==> config.mk <==
export PLATFORM = sky130hd
export DESIGN_NAME = atmega_pcint
export DESIGN_NICKNAME = d
export VERILOG_FILES = /design/src/rtl/atmega_pcint.sv
export SDC_FILE = /design/constraint.sdc
export NUM_CORES = 1
export LEC_CHECK = 0
export ABC_AREA = 1
export CORE_ASPECT_RATIO = 0.6
export CORE_MARGIN = 10
export CORE_UTILIZATION = 46
export DETAILED_ROUTE_END_ITERATION = 16
export MAX_ROUTING_LAYER = met4
export PLACE_DENSITY_LB_ADDON = 0.05
export SKIP_LAST_GASP = 1
export SLEW_MARGIN = 15
export SYNTH_ARGS = -nofsm -noshare
export SYNTH_HDL_FRONTEND = slang
export SYNTH_SLANG_ARGS = --single-unit
==> constraint.sdc <==
create_clock -name clk -period 2.6 [get_ports clk]
set_input_delay 0.52 -clock clk [delete_from_list [all_inputs] [get_ports clk]]
set_output_delay 0.52 -clock clk [all_outputs]
set_load 0.02 [all_outputs]
==> src/rtl/atmega_pcint.sv <==
// Pin-change input stage for one 8-bit ATmega port.
// Synchronises the pads into the clock domain and feeds the PIO pin-read input.
// Implements PCICR (PCIE), PCIFR (PCIF) and PCMSK on the data-space bus.
// Raises a level interrupt request to the core.
// Optional per-bit debounce filter: define ATMEGA_PCINT_DEBOUNCE_EN.
module atmega_pcint #(
  parameter int unsigned BUS_ADDR_DATA_LEN = 16,
  parameter int unsigned PCICR_ADDR        = 'h68,
  parameter int unsigned PCIFR_ADDR        = 'h3B,
  parameter int unsigned PCMSK_ADDR        = 'h6B,
  parameter int unsigned DEBOUNCE_CYCLES   = 4
) (
  input  logic                         clk,
  input  logic                         rst,
  input  logic [BUS_ADDR_DATA_LEN-1:0] addr,
  input  logic                         wr,
  input  logic                         rd,
  input  logic [7:0]                   bus_in,
  output logic [7:0]                   bus_out,
  input  logic [7:0]                   pad_in,
  output logic [7:0]                   pin_sync,
  output logic                         int_req,
  input  logic                         int_ack
);

  localparam int unsigned PW = 8;
  localparam int unsigned AW = BUS_ADDR_DATA_LEN;

  localparam logic [AW-1:0] PCICR_A = AW'(PCICR_ADDR);
  localparam logic [AW-1:0] PCIFR_A = AW'(PCIFR_ADDR);
  localparam logic [AW-1:0] PCMSK_A = AW'(PCMSK_ADDR);

  // The stability window must be at least one clock; nothing is built here
  // unless the parameter is out of range.
  if (DEBOUNCE_CYCLES < 1) begin : g_debounce_cycles_out_of_range
  end

  logic [PW-1:0] s1_q;
  logic [PW-1:0] s2_q;
  logic [PW-1:0] prev_q, prev_d;
  logic [PW-1:0] pcmsk_q, pcmsk_d;
  logic          pcie_q, pcie_d;
  logic          pcif_q, pcif_d;

  logic          sel_pcicr_c;
  logic          sel_pcifr_c;
  logic          sel_pcmsk_c;
  logic          chg_c;
  logic          pcif_clr_c;

  // Address decode shared by the write and read paths.
  always_comb begin
    sel_pcicr_c = (addr == PCICR_A);
    sel_pcifr_c = (addr == PCIFR_A);
    sel_pcmsk_c = (addr == PCMSK_A);
  end

  // Two-flop synchroniser on every pad bit.
  always_ff @(posedge clk or posedge rst) begin
    if (rst) begin
      s1_q <= '0;
      s2_q <= '0;
    end else begin
      s1_q <= pad_in;
      s2_q <= s1_q;
    end
  end

`ifdef ATMEGA_PCINT_DEBOUNCE_EN
  localparam int unsigned  CNT_W    = $clog2(DEBOUNCE_CYCLES + 1);
  localparam logic [CNT_W-1:0] CNT_LAST = CNT_W'(DEBOUNCE_CYCLES - 1);

  logic [PW-1:0][CNT_W-1:0] cnt_q, cnt_d;
  logic [PW-1:0]            pin_q, pin_d;

  // A bit follows s2 only after s2 has disagreed with it for the full window;
  // any return to agreement restarts the count.
  always_comb begin
    cnt_d = cnt_q;
    pin_d = pin_q;
    for (int i = 0; i < int'(PW); i++) begin
      if (s2_q[i] != pin_q[i]) begin
        if (cnt_q[i] == CNT_LAST) begin
          pin_d[i] = s2_q[i];
          cnt_d[i] = '0;
        end else begin
          cnt_d[i] = cnt_q[i] + CNT_W'(1);
        end
      end else begin
        cnt_d[i] = '0;
      end
    end
  end

  // Debounce counter and filtered pin state.
  always_ff @(posedge clk or posedge rst) begin
    if (rst) begin
      cnt_q <= '0;
      pin_q <= '0;
    end else begin
      cnt_q <= cnt_d;
      pin_q <= pin_d;
    end
  end

  assign pin_sync = pin_q;
`else
  assign pin_sync = s2_q;
`endif

  // Next-state for registers, change detector and flag.
  always_comb begin
    pcie_d     = pcie_q;
    pcmsk_d    = pcmsk_q;
    pcif_d     = pcif_q;
    prev_d     = pin_sync;
    // Registered mask: a PCMSK write only affects detection from the next cycle.
    chg_c      = |((pin_sync ^ prev_q) & pcmsk_q);
    pcif_clr_c = int_ack | (wr & sel_pcifr_c & bus_in[0]);

    if (wr && sel_pcicr_c) begin
      pcie_d = bus_in[0];
    end
    if (wr && sel_pcmsk_c) begin
      pcmsk_d = bus_in;
    end

    // Set wins over any clear arriving in the same cycle.
    if (pcif_clr_c) begin
      pcif_d = 1'b0;
    end
    if (chg_c) begin
      pcif_d = 1'b1;
    end
  end

  // Control registers, flag and previous-pin history.
  always_ff @(posedge clk or posedge rst) begin
    if (rst) begin
      prev_q  <= '0;
      pcmsk_q <= '0;
      pcie_q  <= 1'b0;
      pcif_q  <= 1'b0;
    end else begin
      prev_q  <= prev_d;
      pcmsk_q <= pcmsk_d;
      pcie_q  <= pcie_d;
      pcif_q  <= pcif_d;
    end
  end

  assign int_req = pcif_q & pcie_q;

  // Combinational read mux; quiet when not reading or in reset.
  always_comb begin
    bus_out = 8'h00;
    if (rd && !rst) begin
      if (sel_pcicr_c) begin
        bus_out = {7'b0, pcie_q};
      end else if (sel_pcifr_c) begin
        bus_out = {7'b0, pcif_q};
      end else if (sel_pcmsk_c) begin
        bus_out = pcmsk_q;
      end
    end
  end

endmodule
======== Yosys cells after proc, flatten, opt, wreduce, memory -nomap -nowiden ========
Cells that the tools add are included.
word-level totals
  input bits .............................. 37
  output and inout port bits .............. 17
  latch bits .............................. 0
  memories ................................ 0
  bits in registers ....................... 34
  ROM bits ................................ 0
  RAM bits ................................ 0
operators by class
  $mul .................................... 0
  $lt $le $gt $ge ......................... 0
  equality and inequality tests ........... 3
  add/subtract/negate cells ............... 0
  reductions and logical operators ........ 6
  bitwise logic cells ..................... 6
  div/mod/pow operators ................... 0
  multiplexer cells ....................... 6
  shift-type cells ........................ 0
operator list
  kind                                            count
  == test 16 x 7 -> 1 bit, second input constant  2
  2-to-1 mux 8 bit                                4
  == test 16 x 6 -> 1 bit, second input constant  1
  AND 8 bit                                       1
  OR reduction 8 bit                              1
  bitwise XOR 8 bit                               1
  AND 1 bit                                       3
  logical AND 1 bit                               3
  2-to-1 mux 1 bit                                2
  nonzero test 2 bit                              1
  zero test 1 bit                                 1
  bitwise OR 1 bit                                1

======== Depth between registers and ports, before layout ========
Gate-level depths: netlist (run 1).
  word-level depth ........................ 6
  gate-level depth with buffers ........... 9
  mapped depth without buffers ............ 9

======== Least setup slack after synthesis (run 1) ========
No wires, ideal clock.
  path type ............................... input-to-output
  start ................................... in addr[15]
  end ..................................... out bus_out[1]
  slack ................................... 662 ps
  stages .................................. 5
  data arrival time ....................... 1418 ps
  buffers on the path ..................... 0
  cells stage by stage .................... nor2_1 -> nand2_1 -> nor2_4 -> nand3_1 -> nor2_1
between the ends
  cells in the longest elaborated chain, start to end .. 5
  elaborated cells on any way between the ends .. 7
ends and longest elaborated chain
  what                     RTL line  text
  from (decl)              15        input logic [BUS_ADDR_DATA_LEN-1:0] addr,
  == test 16 x 7 -> 1 bit  55        sel_pcmsk_c = (addr == PCMSK_A);
  2-to-1 mux 8 bit         162       end else if (sel_pcmsk_c) begin
  2-to-1 mux 8 bit         160       end else if (sel_pcifr_c) begin
  2-to-1 mux 8 bit *       158       if (sel_pcicr_c) begin
  2-to-1 mux 8 bit *       157       if (rd && !rst) begin
  to (decl)                19        output logic [7:0] bus_out,
Mark *: on every way between the ends. The rest lies on a longest branch, timed or not.

======== Final worst setup path (run 1) ========
  start ................................... in addr[6]
  end ..................................... out bus_out[2]
The elaborated chain is that of the path after synthesis.

==> results of run 1 <==
## sequential cells by signal, indices dropped and copies added (netlist names)
name	cells
s1_q	8
pcie_q	1
pin_sync	8
pcmsk_q	8
pcif_q	1
prev_q	8
## power groups by stage
stage | clock network (W) | logic [W] | registers (W)
floorplan | 0 | 0.0000304 | 0.000574
global placement | 0 | 0.000117 | 0.000568
detailed placement | 0 | 0.000119 | 0.000569
CTS | 0.000401 | 0.000121 | 0.000560
global route | 0.000428 | 0.000130 | 0.000562
finish | 0.000387 | 0.000119 | 0.000559
## through the flow
step                hold WS [ns]  instance area (um^2)  setup WS, ns  TNS (ns)
finish                     0.355                  2050         0.126         0
global route               0.361                  2050        0.0500         0
CTS                        0.359                  2080       -0.0136   -0.0136
detailed placement         0.342                  2000        -0.269     -1.94
global placement           0.333                  2000        -0.212     -1.36
floorplan                  0.331                  1380         0.662         0
## worst reg2reg max path: cells and delay by family, from the launching register on
| kind | cells | cell delay, ns |
|---|---|---|
| AOI/OAI and AO/OA | 2 | 0.23 |
| and+or+nand+nor | 4 | 0.31 |
| DFF | 1 | 0.41 |
## metal layers
layer / GRT usage / vias up
li1: - / 582
met1: 0.153 / 530
met2: 0.215 / 36
met3: 0.0444 / 4
met4: 0.0395 / 0
met5: - / -
## layout by cell type, fill, tap and decap left out, types with 2 or more instances in the layout
master / n
nand3_1: 6
clkbuf_2: 8
nand2_1: 30
buf_4: 7
nor2_1: 28
inv_1: 21
clkdlybuf4s50_1: 45
nand2_2: 2
dfrtp_1: 34
nor2_2: 2
a21oi_1: 4
o21ai_2: 2
clkbuf_8: 6
o21ai_0: 11
## final timing paths
| path | endpoint |
|---|---|
| worst max-delay path | bus_out[2] |
| worst min-delay path | pin_sync[3] |
| worst max register to register | pcif_q |
| worst min register to register | pin_sync[3] |
| max in group asynchronous | prev_q[4] |
| min in group asynchronous | pcie_q |
## area by class of cell
class / count / area share
Sequential cell: 34 / 0.416
Clock inverter: 1 / 0.00244
Multi-Input combinational cell: 91 / 0.210
Inverter: 21 / 0.0385
Timing Repair Buffer: 60 / 0.265
Tap cell: 42 / 0.0257
Clock buffer: 7 / 0.0422
## cells by family after synthesis
kind of cell / synth area share
xor+xnor: 0.00637
buf+inv: 0.0682
simple gates: 0.239
flops: 0.619
compound gates: 0.0673
==> results.ini, run 1 <==
[sta]
period_needed_ns = 2.47
clock.fmax_mhz = 404
rsz0062_at_grt = false
final-setup-viol-count = 0
worst-slew-pin-transition_ns = 0.749
max_slew_margin = 0.500
finalHoldViolations = 0
post-route-period-util = 0.952
maxSlewViolCount = 0
skew_ns = 0.00435

[clocking]
clock-sinks = 34
clk_latency_ns = 0.27
cts_setup_buffers = 0
clockRootBuffer = clkbuf_8
cts_tree = yes
ctsHoldBuffers = 0
clkTransAtPathRegs_ns = 0.06
h-tree-depth = 2
clockBufferDepth = 2
cts_inserted_buffers = 5
post_cts_resized = 8

[setup_path]
regToRegSetupSlack_ns = 1.53
cp_common_cell = nand2_1
required_ns = 2.08
worst_ep_arrival_time_ns = 1.95
cp_cell_sequence = clkdlybuf4s50_1 -> nand2_1 -> inv_1 -> nand2_1 -> nor2_2 -> nand3_1 -> buf_4 -> nor2_1 -> clkbuf_2
crit-reg2reg-launch = pin_sync[5]
critPathLaunch = addr[6]
crit_slowest_cell = clkdlybuf4s50_1
reg2reg_depth = 6
endpoint_kind = output pin
critPathMaxStageDelay_ns = 0.49
worst-setup-path-type = in2out
worst-path-max-fanout = 7
worstSetupPathDepth = 9
cp-start-kind = input pin
cp.buffers_inverters = 4
crit_family = buffers and inverters

[cells_and_area]
antennaDiodeCount = 0
area_growth_pct = 48.9
layout.nets = 250
layout-drive-gt1-share = 0.145
layout.area.seq_um2 = 851
multi_input_area_um2 = 430
final.fill_count = 236
stdcell_count = 256
fin_util = 0.713

[die]
dieHeight_um = 62.4
fp.coreArea_mm2 = 0.00287
initial_core_util = 0.479
ios = 54
die_x_um = 90.6
rows = 15
die-area_mm2 = 0.00565

[drt]
vias = 1152
route.detailed.drc = 0
met2WireLength_um = 1800
vias_per_cell = 4.50
drt_iter0_markers = 60
wl_met3_um = 168
wirelength_um = 3570
dr.max_layer_used = met4
routedWlPerCell_um = 13.9
antenna_left = 0
firstDrtPassIters = 4
wl_met1_um = 1580

[min_path]
min_path_cells = 0
hold_path.class = reg2reg
min_from = s1_q[3]

[pwr]
p_sw_w = 0.000233
power_density_mw_per_mm2 = 521
power.leakage_nw = 1.03
seqPwrFrac = 0.525
fin_total_pwr_w = 0.00107
ir_worst_vdd_uv = 403
p_int_w = 0.000833
p_comb_frac = 0.112
swShare = 0.219
p_clk_frac = 0.363

[logic_synthesis]
synthArstFlopShare = 1.00
ys_ff_latch = 34
ys_dominant_reg_cell = dfrtp_1
synth_edf_count = 0
yosysTopAreaCellShare = 0.619
synthDistinctLibCells = 17
yosysTopAreaCell = dfrtp_1
synth_most_common_cell = dfrtp_1
synth_area_mm2 = 0.00138
synth_area_per_cell_um2 = 9.35
syn-num-nets = 184
ys_warn_count = 0
synth_area_leaders = dfrtp_1 62%, nand2_1 8.2%, nor2_1 7.6%
yosysSeqAreaShare = 0.619
synthTopCellsByCount = 34 x dfrtp_1, 30 x nand2_1, 28 x nor2_1
syn-instance-count = 147

[status]
status = finished, final reports clean

[placed_design]
gp_congestion = 0.872
portBuffers = 53
dp.cells = 248
dp_hpwl_um = 2840

[grt]
overflow = 0
grtUsageTotal = 0.133
grt_pass1_vias = 1161
antenna_found_initial = 0
grt_pass1_wl_um = 5790
grt_max_degree = 20

[job]
max_cap_viol_count = 0

No activity file was read; power rests on OpenSTA's default activity.
==> run 2, diff against run 1 <==
--- a/config.mk
+++ b/config.mk
@@ -5,13 +5,13 @@
 export SDC_FILE = /design/constraint.sdc
 export NUM_CORES = 1
 export LEC_CHECK = 0
-export ABC_AREA = 1
 export CORE_ASPECT_RATIO = 0.6
 export CORE_MARGIN = 10
-export CORE_UTILIZATION = 46
+export CORE_UTILIZATION = 50
 export DETAILED_ROUTE_END_ITERATION = 16
+export DONT_BUFFER_PORTS = 1
 export MAX_ROUTING_LAYER = met4
-export PLACE_DENSITY_LB_ADDON = 0.05
+export PLACE_DENSITY = 0.71
 export SKIP_LAST_GASP = 1
 export SLEW_MARGIN = 15
 export SYNTH_ARGS = -nofsm -noshare
==> results.ini, run 2 <==
[cells_and_area]
layout_common_cells = 34 x dfrtp_1, 8 x mux2_4, 8 x and2_1, 8 x xor2_1, 6 x clkbuf_8  ; was 45 x clkdlybuf4s50_1, 34 x dfrtp_1, 30 x nand2_1, 28 x nor2_1, 21 x inv_1
antennaDiodeCount = 0  ; unchanged
mostFrequentLayoutCell = dfrtp_1  ; was clkdlybuf4s50_1
layout-drive-gt1-share = 0.242  ; was 0.145
layout.nets = 131  ; was 250
fin_area_mm2 = 0.00154  ; was 0.00205 mm^2
area_growth_pct = 14.1  ; was 48.9%

[sta]
rsz0062_at_grt = false  ; unchanged
worst-slew-pin-transition_ns = 0.447  ; was 0.749 ns
fin_ws_ns = 0.341  ; was 0.126 ns
post-route-period-util = 0.869  ; was 0.952
finalSetupTns_ns = 0  ; unchanged
finalHoldViolations = 0  ; unchanged
final-setup-viol-count = 0  ; unchanged
max_slew_margin = 0.701  ; was 0.500
period_needed_ns = 2.26  ; was 2.47 ns
skew_ns = 0.00725  ; was 0.00435 ns
clock.fmax_mhz = 443  ; was 404 MHz
maxSlewViolCount = 0  ; unchanged
fin_hold_ws_ns = 0.211  ; was 0.355 ns

[drt]
routedWlPerCell_um = 20.2  ; was 13.9 um
vias_per_cell = 5.38  ; was 4.50
drt_iter0_markers = 23  ; was 60
vias = 683  ; was 1152
firstDrtPassIters = 2  ; was 4
antenna_left = 0  ; unchanged
wirelength_um = 2570  ; was 3570 um
route.detailed.drc = 0  ; unchanged

[grt]
grt_pass1_vias = 772  ; was 1161
grtUsageTotal = 0.103  ; was 0.133
overflow = 0  ; unchanged
grt_max_degree = 35  ; was 20
grt_pass1_wl_um = 3910  ; was 5790 um
antenna_found_initial = 0  ; unchanged

[min_path]
hold_path.class = in2async  ; was reg2reg

[pwr]
power_density_mw_per_mm2 = 772  ; was 521 mW/mm^2
ir_worst_vdd_uv = 469  ; was 403 uV
fin_total_pwr_w = 0.00119  ; was 0.00107 W
power.leakage_nw = 0.708  ; was 1.03 nW

[logic_synthesis]
synthArstFlopShare = 1.00  ; unchanged
yosysTopAreaCellShare = 0.631  ; was 0.619
synth_edf_count = 0  ; unchanged
syn-instance-count = 86  ; was 147
synth_area_per_cell_um2 = 15.7  ; was 9.35 um^2
synthDistinctLibCells = 26  ; was 17
ys_warn_count = 0  ; unchanged
yosysTopAreaCell = dfrtp_1  ; unchanged
ys_dominant_reg_cell = dfrtp_1  ; unchanged
syn-num-nets = 123  ; was 184
synth_area_mm2 = 0.00135  ; was 0.00138 mm^2
ys_ff_latch = 34  ; unchanged
synthTopCellsByCount = 34 x dfrtp_1, 8 x and2_1, 8 x mux2_4, 8 x xor2_1, 3 x nor2b_1  ; was 34 x dfrtp_1, 30 x nand2_1, 28 x nor2_1
yosysSeqAreaShare = 0.631  ; was 0.619
synth_most_common_cell = dfrtp_1  ; unchanged
synth_area_leaders = dfrtp_1 63%, mux2_4 8.9%, xor2_1 5.2%  ; was dfrtp_1 62%, nand2_1 8.2%, nor2_1 7.6%

[die]
fp.coreArea_mm2 = 0.00254  ; was 0.00287 mm^2
dieHeight_um = 60.2  ; was 62.4 um
rows = 14  ; was 15
initial_core_util = 0.531  ; was 0.479
die-area_mm2 = 0.00524  ; was 0.00565 mm^2
ios = 54  ; unchanged
die_x_um = 87.1  ; was 90.6 um

[placed_design]
portBuffers = 0  ; was 53
place_area_mm2 = 0.00140  ; was 0.00200 mm^2
gp_congestion = 0.801  ; was 0.872
pre_cts_ws_ns = 0.318  ; was -0.269 ns
dp_hpwl_um = 2020  ; was 2840 um

[setup_path]
worst_ep_arrival_time_ns = 1.74  ; was 1.95 ns
worst-path-max-fanout = 7  ; unchanged
cp-start-kind = input pin  ; unchanged
critPathMaxStageDelay_ns = 0.39  ; was 0.49 ns
cp_cell_sequence = nor4_4 -> nand4_1 -> nor2_1 -> and2_1  ; was clkdlybuf4s50_1 -> nand2_1 -> inv_1 -> nand2_1 -> nor2_2 -> nand3_1 -> buf_4 -> nor2_1 -> clkbuf_2
endpoint_kind = output pin  ; unchanged
required_ns = 2.08  ; about the same
crit_family = simple AND/OR/NAND/NOR gates  ; was buffers and inverters
crit_slowest_cell = nor2_1  ; was clkdlybuf4s50_1
worst-setup-path-type = in2out  ; unchanged
cp.buffers_inverters = 0  ; was 4

[clocking]
cts_inserted_buffers = 5  ; unchanged
ctsHoldBuffers = 0  ; unchanged
clock-sinks = 34  ; unchanged
cts_setup_buffers = 0  ; unchanged
clkTransAtPathRegs_ns = 0.07  ; was 0.06 ns
clockBufferDepth = 2  ; unchanged
clk_latency_ns = 0.28  ; was 0.27 ns
h-tree-depth = 2  ; unchanged
post_cts_resized = 0  ; was 8
clockRootBuffer = clkbuf_8  ; unchanged
cts_tree = yes  ; unchanged

[job]
max_cap_viol_count = 0  ; unchanged

[status]
status = finished, final reports clean  ; unchanged

==> run 2: per-layer routing <==
metal / part of all wire / track usage / vias up
met5: 0 / - / -
met4: 0.0035 / 0.0414 / 0
met3: 0.14 / 0.0746 / 2
met2: 0.46 / 0.146 / 32
met1: 0.40 / 0.109 / 335
li1: - / - / 314
==> run 2: cells by family (layout without fill, tap and decap cells) <==
group / Yosys count / count (layout) / share of synthesized area
buffers and inverters: 1 / 10 / 0.00278
AOI/OAI and AO/OA: 7 / 7 / 0.0417
and+or+nand+nor: 27 / 27 / 0.175
DFF: 34 / 34 / 0.631
muxes: 9 / 9 / 0.0974
xor gates and xnor gates: 8 / 8 / 0.0520
==> run 2: stage by stage <==
step | instances | util
after CTS | 127 | 0.606
after floorplan | 86 | -
final | 127 | 0.606
after global placement | 119 | 0.550
after global routing | 127 | 0.606
after detailed placement | 119 | 0.550
==> run 2: report_power, final <==
group | internal [W] | switching (W) | total (W)
Clock | 0.000409 | 0.000184 | 0.000593
Combinational | 0.0000114 | 0.0000158 | 0.0000273
Sequential | 0.000548 | 0.0000194 | 0.000567
Total | 0.000968 | 0.000219 | 0.00119
==> run 2: final cells by class <==
type                            count  area, um^2
Tap cell                           32        40.0
Clock inverter                      2        60.1
Clock buffer                        6        82.6
Multi-Input combinational cell     51         494
Sequential cell                    34         851
Inverter                            1        3.75
Timing Repair Buffer                1        7.51
Fill cell                         205        1000
==> run 2: final timing paths <==
kind,from,to,slack (ns),cells past startpoint
min in group clk,pad_in[2],s1_q[2],0.26,0
hold / removal,rst,pcmsk_q[6],0.21,2
setup reg to reg,pin_sync[6],pcif_q,1.09,4
max in group asynchronous,rst,prev_q[5],2.10,2
setup / recovery,addr[13],bus_out[3],0.34,4
hold reg to reg,s1_q[4],pin_sync[4],0.35,0
